<file path="src/rtl/operand_loader_if.sv">
`default_nettype none
// +----------------------------------------------------------------------+
// | operand_loader_if : nibble handshake in, operand word/tracking out    |
// | Revision 1.0                                                          |
// +----------------------------------------------------------------------+
interface operand_loader_if;
  logic [3:0]  nib_in;
  logic        nib_valid;
  logic        nib_ready;
  logic        flush;
  logic [23:0] word_out;
  logic        word_valid;
  logic        div_zero;
  logic        res_valid;
  logic        res_divz;

  modport master (
    output nib_in, nib_valid, flush,
    input  nib_ready, word_out, word_valid, div_zero, res_valid, res_divz
  );

  modport slave (
    input  nib_in, nib_valid, flush,
    output nib_ready, word_out, word_valid, div_zero, res_valid, res_divz
  );
endinterface
`default_nettype wire

</file>
<file path="src/rtl/operand_loader.sv">
`default_nettype none
// +----------------------------------------------------------------------+
// | operand_loader : assembles six nibbles into a 24-bit operand word and |
// | flags which 3-cycle-later pipeline outputs carry real results.        |
// | Revision 1.0                                                          |
// +----------------------------------------------------------------------+
module operand_loader (
  input  logic              clk,
  input  logic              reset,
  operand_loader_if.slave   bus
);

  typedef enum logic [0:0] {
    LOAD  = 1'b0,
    ISSUE = 1'b1
  } state_t;

  localparam logic [2:0] C_LAST_NIB = 3'd5;

  state_t      r_state;
  state_t      w_state_next;
  logic        w_accept;
  logic [23:0] w_next_word;
  logic [23:0] r_asm;
  logic [2:0]  r_count;
  logic [2:0]  r_vpipe;
  logic [2:0]  r_zpipe;

  assign w_next_word = {r_asm[19:0], bus.nib_in};

  always_ff @(posedge clk or posedge reset) begin
    if (reset) r_state <= LOAD;
    else       r_state <= w_state_next;
  end

  // flush beats acceptance, so a nibble offered with flush is dropped
  always_comb begin
    w_state_next  = r_state;
    bus.nib_ready = 1'b0;
    w_accept      = 1'b0;
    unique case (r_state)
      LOAD: begin
        bus.nib_ready = !reset;
        w_accept      = bus.nib_valid && !bus.flush;
        if (w_accept && (r_count == C_LAST_NIB))
          w_state_next = ISSUE;
      end
      ISSUE: w_state_next = LOAD;
      default: w_state_next = LOAD;
    endcase
  end

  always_ff @(posedge clk or posedge reset) begin
    if (reset) begin
      r_asm          <= 24'd0;
      r_count        <= 3'd0;
      r_vpipe        <= 3'd0;
      r_zpipe        <= 3'd0;
      bus.word_out   <= 24'd0;
      bus.word_valid <= 1'b0;
      bus.div_zero   <= 1'b0;
    end else begin
      r_vpipe        <= {r_vpipe[1:0], bus.word_valid};
      r_zpipe        <= {r_zpipe[1:0], bus.word_valid & bus.div_zero};
      bus.word_valid <= 1'b0;
      if (r_state == LOAD) begin
        if (bus.flush) begin
          r_count <= 3'd0;
        end else if (w_accept) begin
          r_asm <= w_next_word;
          if (r_count == C_LAST_NIB) begin
            r_count        <= 3'd0;
            bus.word_out   <= w_next_word;
            bus.word_valid <= 1'b1;
            // divisors are b, d and f
            bus.div_zero   <= (w_next_word[19:16] == 4'd0) ||
                              (w_next_word[11:8]  == 4'd0) ||
                              (w_next_word[3:0]   == 4'd0);
          end else begin
            r_count <= r_count + 3'd1;
          end
        end
      end
    end
  end

  assign bus.res_valid = r_vpipe[2];
  assign bus.res_divz  = r_zpipe[2];

endmodule
`default_nettype wire

</file>
<file path="src/flat_wrapper.sv">
// flat-port wrapper written by rule: the top's interface ports become plain ports
module operand_loader_flat 
  (clk, reset, bus_nib_in, bus_nib_valid, bus_flush, bus_nib_ready, bus_word_out, bus_word_valid, bus_div_zero, bus_res_valid, bus_res_divz);
  operand_loader_if bus_i ();
  input  logic clk;
  input  logic reset;
  input wire logic [$bits(bus_i.nib_in)-1:0] bus_nib_in;
  input wire logic [$bits(bus_i.nib_valid)-1:0] bus_nib_valid;
  input wire logic [$bits(bus_i.flush)-1:0] bus_flush;
  output wire logic [$bits(bus_i.nib_ready)-1:0] bus_nib_ready;
  output wire logic [$bits(bus_i.word_out)-1:0] bus_word_out;
  output wire logic [$bits(bus_i.word_valid)-1:0] bus_word_valid;
  output wire logic [$bits(bus_i.div_zero)-1:0] bus_div_zero;
  output wire logic [$bits(bus_i.res_valid)-1:0] bus_res_valid;
  output wire logic [$bits(bus_i.res_divz)-1:0] bus_res_divz;
  assign bus_i.nib_in = bus_nib_in;
  assign bus_i.nib_valid = bus_nib_valid;
  assign bus_i.flush = bus_flush;
  assign bus_nib_ready = bus_i.nib_ready;
  assign bus_word_out = bus_i.word_out;
  assign bus_word_valid = bus_i.word_valid;
  assign bus_div_zero = bus_i.div_zero;
  assign bus_res_valid = bus_i.res_valid;
  assign bus_res_divz = bus_i.res_divz;
  operand_loader u_core (.clk(clk), .reset(reset), .bus(bus_i));
endmodule
</file>
<file path="config.mk">
export PLATFORM = sky130hd
export DESIGN_NAME = operand_loader_flat
export DESIGN_NICKNAME = d
export VERILOG_FILES = /design/src/rtl/operand_loader_if.sv /design/src/rtl/operand_loader.sv /design/src/flat_wrapper.sv
export SDC_FILE = /design/constraint.sdc
export NUM_CORES = 1
export LEC_CHECK = 0
export BUFFER_PORTS_ARGS = -buffer_cell sky130_fd_sc_hd__buf_4
export CORE_UTILIZATION = 45
export CTS_CLUSTER_SIZE = 20
export DETAILED_ROUTE_END_ITERATION = 10
export GPL_TIMING_DRIVEN = 0
export PLACE_DENSITY_LB_ADDON = 0.05
export SYNTH_ARGS = -nofsm -noshare
export SYNTH_HDL_FRONTEND = slang
export SYNTH_SLANG_ARGS = --single-unit
</file>
<file path="constraint.sdc">
create_clock -name clk -period 2.78 [get_ports clk]
set_input_delay 0.139 -clock clk [delete_from_list [all_inputs] [get_ports clk]]
set_output_delay 0.139 -clock clk [all_outputs]
set_load 0.02 [all_outputs]
</file>
==> flow_summary.json, run 1 <==
{
  "status": "finished, final reports clean",
  "path_clk_slew_ns": 0.09,
  "drt_pass1_iterations": 3,
  "timing.final.crit_share_pct": 66.8,
  "numCtsBuffers": 5,
  "clock_latency_ns": 0.30,
  "max_stage_delay_ns": 0.44,
  "worst_setup_path_end_kind": "flop",
  "io_pins": 37,
  "r2r_start": "u_core.r_state$_DFF_PP0_",
  "syn_avg_cell_area_sq_um": 16.2,
  "wl_per_cell_um": 15.4,
  "hold_depth": 2,
  "multi_input_area_sq_um": 622,
  "die_area_sq_mm": 0.00489,
  "rsz0062_at_grt": "no",
  "synthMuxAreaShare_pct": 24.4,
  "hold_buffers": 1,
  "globalplace.congestion": 0.717,
  "drive_above_1_share_pct": 44.3,
  "ys_seq_area_share_pct": 67.6,
  "grt_pass1_vias": 1243,
  "drv_slew": 0,
  "die_y_um": 69.9,
  "ctsHtreeMaxLevel": 2,
  "synth_compound_area_share_pct": 1.69,
  "cap_viol_max_count": 0,
  "vias_per_cell": 5.10,
  "wirelength_mm": 3.47,
  "initial_core_util_pct": 47.3,
  "cts_tree": "built",
  "cts_max_path_buffers": 2,
  "ant_nets": 0,
  "synth_top_family_by_area": "multiplexers",
  "min-delay-start": "bus_nib_in[1]",
  "worst_r2r_path_depth": 5,
  "overflow": 0,
  "worst_r2r_endpoint": "u_core.bus.word_out[8]$_DFFE_PP0P_",
  "synth_fp_nets": 136,
  "worst_slack_ns": 0.923,
  "die_x_um": 69.9,
  "grt_antenna_before_repair": 0,
  "p_leak_nw": 1.29,
  "ys_types": 17,
  "cp_slowest_cell": "dfrtp_1",
  "core-area_sq_mm": 0.00438,
  "vias": 1153,
  "power_density_mw_per_mm2": 646,
  "ir_drop_uv": 377,
  "fp-row-count": 24,
  "grt_util_all_layers_pct": 16.1,
  "fmax_ghz": 0.538,
  "fin_crit_ns": 1.86,
  "drc": 0,
  "pre_cts_ws_ns": 0.900,
  "placed_cell_area_sq_mm": 0.00243,
  "final_cell_area_sq_mm": 0.00253,
  "grt_pass1_wl_mm": 6.03,
  "dp_hpwl_mm": 2.46,
  "cts-resized-gates": 0,
  "crit_arrival_ns": 2.05,
  "diodes": 0,
  "relSlewSlack_pct": 73.2,
  "syn_area_sq_mm": 0.00207,
  "setup_tns_ns": 0,
  "layout.nets": 181,
  "synth-seq-cells": 56,
  "syn_inst": 128,
  "cp-startpoint": "u_core.r_state$_DFF_PP0_",
  "drt_iter0_drc": 25,
  "synthAdderAreaFrac_pct": 0,
  "hold_class": "input pin to flop",
  "grt_max_degree": 40,
  "tightest_slew_ns": 0.401,
  "nFillCells": 370,
  "rrSetupSlack_ns": 0.92,
  "post_cts_buffers": 0,
  "ff_latch_area_sq_mm": 0.00140,
  "area_delta_synth_final_pct": 22.1,
  "cp_cell_sequence": "nor3b_2 -> and4_1 -> buf_4 -> buf_6 -> mux2_1",
  "setup_viol": 0,
  "clock_skew_ns": 0.00584,
  "critPathLaunchType": "flop",
  "synth_xor_area_share_pct": 0,
  "cts-root-buf": "clkbuf_8",
  "hold_viol": 0,
  "worstPathRequired_ns": 2.97,
  "cp_max_fo": 10,
  "synth_warnings": 0,
  "port_buffers": 36,
  "synthSimpleGateAreaFrac_pct": 3.86,
  "holdPathEnd": "u_core.bus.word_out[1]$_DFFE_PP0P_",
  "path_class": "flop to flop",
  "cts_sinks": 56
}
[kinds of logic after synthesis]
logic type | after synthesis
DFF | 56
muxes | 45
buffers and inverters | 8
and+or+nand+nor | 12
AOI/OAI and AO/OA | 7
[cell usage in the layout, fill, tap and decap left out, drive strengths merged]
master and n:
and2 1, clkbuf 7, o21ai 6, mux2 45
dlygate4sd3 1, nor3b 1, dfrtp 56, inv 3
a21oi 1, or3 1, clkinvlp 1, or4 1
and4 2, buf 42, nor4 3, nand2 1
nor2 2
[how the worst max path moves through the flow]
stage                     slack, ns                                   to  cells after the start
after floorplan                1.16  u_core.bus.word_out[10]$_DFFE_PP0P_                      5
after global placement         0.68  u_core.bus.word_out[16]$_DFFE_PP0P_                      2
after detailed placement       0.90   u_core.bus.word_out[8]$_DFFE_PP0P_                      5
after CTS                      0.89   u_core.bus.word_out[8]$_DFFE_PP0P_                      5
after global routing           0.80   u_core.bus.word_out[8]$_DFFE_PP0P_                      5
final                          0.92   u_core.bus.word_out[8]$_DFFE_PP0P_                      5
[layer usage]
layer | share of wire, % | GRT usage (%) | vias up
met4 | 1.7 | 6.67 | 0
li1 | - | - | 544
met2 | 47 | 24.8 | 26
met5 | 0 | 0 | -
met1 | 47 | 21.9 | 576
met3 | 3.9 | 3.90 | 7
[Yosys cell counts]
cell     count  share of area [%]
a21oi_1      1               0.24
and2_1       1               0.30
and4_1       2               0.84
buf_2        2               0.48
buf_4        1               0.36
buf_6        2                1.1
dfrtp_1     56                 68
inv_1        3               0.54
mux2_1      19                 10
mux2_2      26                 14
nand2_1      1               0.18
nor2_1       2               0.36
nor3b_2      1               0.60
nor4_1       3               0.90
o21ai_0      6                1.4
or3_1        1               0.30
or4_1        1               0.36
[flip-flops by register name (all words and copies together), names as in the netlist]
| signal | cells |
|---|---|
| u_core.r_vpipe | 3 |
| u_core.bus.word_out | 24 |
| u_core.r_zpipe | 3 |
| u_core.bus.div_zero | 1 |
| u_core.r_state | 1 |
| u_core.r_count | 3 |
| u_core.bus.word_valid | 1 |
| u_core.r_asm | 20 |
[through the flow]
step	instances	utilization, %	total power, mW	hold WS, ns
floorplan	128	-	1.13	0.274
global placement	216	55.0	1.19	0.331
detailed placement	217	55.4	1.21	0.167
CTS	226	57.8	1.66	0.0591
global route	226	57.8	1.73	0.0627
finish	226	57.8	1.64	0.0686
[area by class of cell]
| cell class | instances | area share, % |
|---|---|---|
| flip-flops and latches | 56 | 55.3 |
| well taps | 52 | 2.57 |
| multi-input cells | 64 | 24.5 |
| plain buffers | 5 | 1.58 |
| clock inverters | 1 | 0.296 |
| clock buffers | 7 | 3.41 |
| repair buffers | 38 | 11.9 |
| inverters | 3 | 0.444 |
[where the power goes]
part	switching (mW)	internal (mW)	total, mW
sequential	0.0820	0.921	1.00
combinational	0.0717	0.111	0.182
clock	0.248	0.203	0.451
[worst max-delay path, delay by kind of cell, from the launching register on]
kind          cells  cell delay (ns)
buf+inv           2             0.35
flops             1             0.44
simple gates      2             0.61
mux               1             0.35
Power figures use the tool's default switching activity.
==> run 2, diff against run 1 <==
==> constraint.sdc (replaced) <==
create_clock -name clk -period 1.8 [get_ports clk]
set_input_delay 0.09 -clock clk [delete_from_list [all_inputs] [get_ports clk]]
set_output_delay 0.09 -clock clk [all_outputs]
set_load 0.02 [all_outputs]
==> run 2 against run 1 <==
Combinational power rose by 57%. Global-route usage rose by 0.19 points. Worst setup slack got worse by 0.81 ns. Core utilization rose by 0.31 points. Clock-buffer cell count did not move. Via count rose by 1.6%. Critical path depth did not move. Final cell count rose by 0.44%. Largest power group unchanged.
==> flow_summary.json, run 2 (synthesized netlist as in run 1, its figures left out) <==
{
  "ant_nets": 0,
  "cap_viol_max_count": 0,
  "path_clk_slew_ns": 0.09,
  "setup_viol": 0,
  "timing.final.crit_share_pct": 94.0,
  "critPathLaunchType": "flop",
  "p_leak_nw": 1.30,
  "tightest_slew_ns": 0.402,
  "status": "finished, final reports clean",
  "max_stage_delay_ns": 0.46,
  "largest_reg_flops": 24,
  "cts_sinks": 56,
  "worstPathRequired_ns": 1.99,
  "io_pins": 37,
  "worst_setup_path_end_kind": "flop",
  "grt_pass1_wl_mm": 6.09,
  "numCtsBuffers": 5,
  "p_int_mw": 1.91,
  "cp_cell_sequence": "nor3b_4 -> and4_1 -> buf_4 -> buf_6 -> mux2_1",
  "layout_commonest_cell": "dfrtp_1",
  "utilization_pct": 58.1,
  "swShare_pct": 24.5,
  "fp-row-count": 24,
  "grt_pass1_vias": 1257,
  "cts_max_path_buffers": 2,
  "sequentialPowerShare_pct": 61.2,
  "core-area_sq_mm": 0.00438,
  "diodes": 0,
  "ctsHtreeMaxLevel": 2,
  "cpLargestDelayFamily": "flip-flops",
  "max_flop_register": "u_core.bus.word_out",
  "drt_pass1_iterations": 4,
  "die_y_um": 69.9,
  "clock_skew_ns": 0.00540,
  "fmax_ghz": 0.591,
  "vias_per_cell": 5.16,
  "grt_util_all_layers_pct": 16.3,
  "final_cell_mix": "dfrtp_1, buf_4, mux2_2",
  "crit_arrival_ns": 1.88,
  "fin_crit_ns": 1.69,
  "ir_drop_uv": 583,
  "die_x_um": 69.9,
  "cts-root-buf": "clkbuf_8",
  "hold_class": "input pin to flop",
  "path_class": "flop to flop",
  "clkPwrFrac_pct": 27.5,
  "port_buffers": 36,
  "area_delta_synth_final_pct": 22.8,
  "hold_viol": 0,
  "p_comb_share_pct": 11.3,
  "nFillCells": 369,
  "globalplace.congestion": 0.717,
  "die_area_sq_mm": 0.00489,
  "setup_tns_ns": 0,
  "drc": 0,
  "power_density_mw_per_mm2": 993,
  "reg_top3": "u_core.bus.word_out (24), u_core.r_asm (20)",
  "vias": 1172,
  "relSlewSlack_pct": 73.2,
  "dp_hpwl_mm": 2.46,
  "cp_max_fo": 10,
  "power.net_switching_mw": 0.621,
  "rsz0062_at_grt": "no",
  "cp_slowest_cell": "dfrtp_1",
  "wirelength_mm": 3.49,
  "drv_slew": 0,
  "drt_iter0_drc": 23,
  "wl_per_cell_um": 15.4,
  "cts_tree": "built",
  "clock_latency_ns": 0.30,
  "initial_core_util_pct": 47.3,
  "cp_num_buf_inv": 2,
  "grt_max_degree": 40,
  "grt_antenna_before_repair": 0,
  "layout.nets": 182,
  "overflow": 0,
  "drive_above_1_share_pct": 44.6
}
[run 2: metrics by stage]
step	hold WS [ns]	power, mW	cells	setup slack [ns]	instance area (sq um)
final	0.0212	2.53	227	0.109	2550
after global routing	0.0137	2.67	227	0.0110	2550
after CTS	0.0101	2.57	227	0.106	2550
after detailed placement	0.118	1.87	217	-0.0796	2430
after global placement	0.328	1.84	216	-0.251	2410
after floorplan	0.225	1.74	128	0.180	2070
[run 2: worst reg2reg max path, stage by stage (launching register included)]
cell     delay (ns)
dfrtp_1        0.46
nor3b_4        0.20
and4_1         0.22
buf_4          0.18
buf_6          0.18
mux2_1         0.35
[run 2: layer usage]
metal | vias up | GRT usage [%] | routed length (um)
met5 | - | 0 | 0
met4 | 0 | 6.67 | 44
met3 | 6 | 3.90 | 141
met2 | 28 | 24.9 | 1680
met1 | 591 | 22.4 | 1630
li1 | 547 | - | -
[run 2: path summary, 6_finish.rpt]
check / startpoint / endpoint / slack (ns) / depth (start not counted)
setup / recovery: u_core.r_state$_DFF_PP0_ / u_core.bus.word_out[8]$_DFFE_PP0P_ / 0.11 / 5
setup reg to reg: u_core.r_state$_DFF_PP0_ / u_core.bus.word_out[8]$_DFFE_PP0P_ / 0.11 / 5
hold reg to reg: u_core.r_zpipe[1]$_DFF_PP0_ / u_core.r_zpipe[2]$_DFF_PP0_ / 0.36 / 0
max in group asynchronous: reset / u_core.bus.word_out[9]$_DFFE_PP0P_ / 0.93 / 4
min in group asynchronous: reset / u_core.bus.div_zero$_DFFE_PP0P_ / 0.34 / 3
hold / removal: bus_nib_in[1] / u_core.bus.word_out[1]$_DFFE_PP0P_ / 0.02 / 2
[run 2: layout make-up]
| type | instances | area, sq um | area share [%] |
|---|---|---|---|
| plain buffers | 5 | 40.0 | 1.57 |
| inverters | 3 | 11.3 | 0.442 |
| clock buffers | 7 | 86.3 | 3.39 |
| well taps | 52 | 65.1 | 2.55 |
| clock inverters | 1 | 7.51 | 0.295 |
| repair buffers | 39 | 308 | 12.1 |
| multi-input cells | 64 | 628 | 24.7 |
| flip-flops and latches | 56 | 1400 | 55.0 |
[run 2: timing repair]
action | in CTS | in global routing
hold endpoints to repair | 17 | 0
resized for setup | 1 | 0
setup buffers | 1 | 0
setup endpoints to repair | 19 | 0
hold buffers | 1 | 0
[run 2: power by group through the flow]
| stage | clock network [mW] | registers (mW) | logic [mW] |
|---|---|---|---|
| after detailed placement | 0 | 1.58 | 0.286 |
| after global routing | 0.776 | 1.58 | 0.317 |
| after CTS | 0.725 | 1.55 | 0.292 |
| final | 0.697 | 1.55 | 0.285 |
| after floorplan | 0 | 1.55 | 0.194 |
| after global placement | 0 | 1.57 | 0.271 |
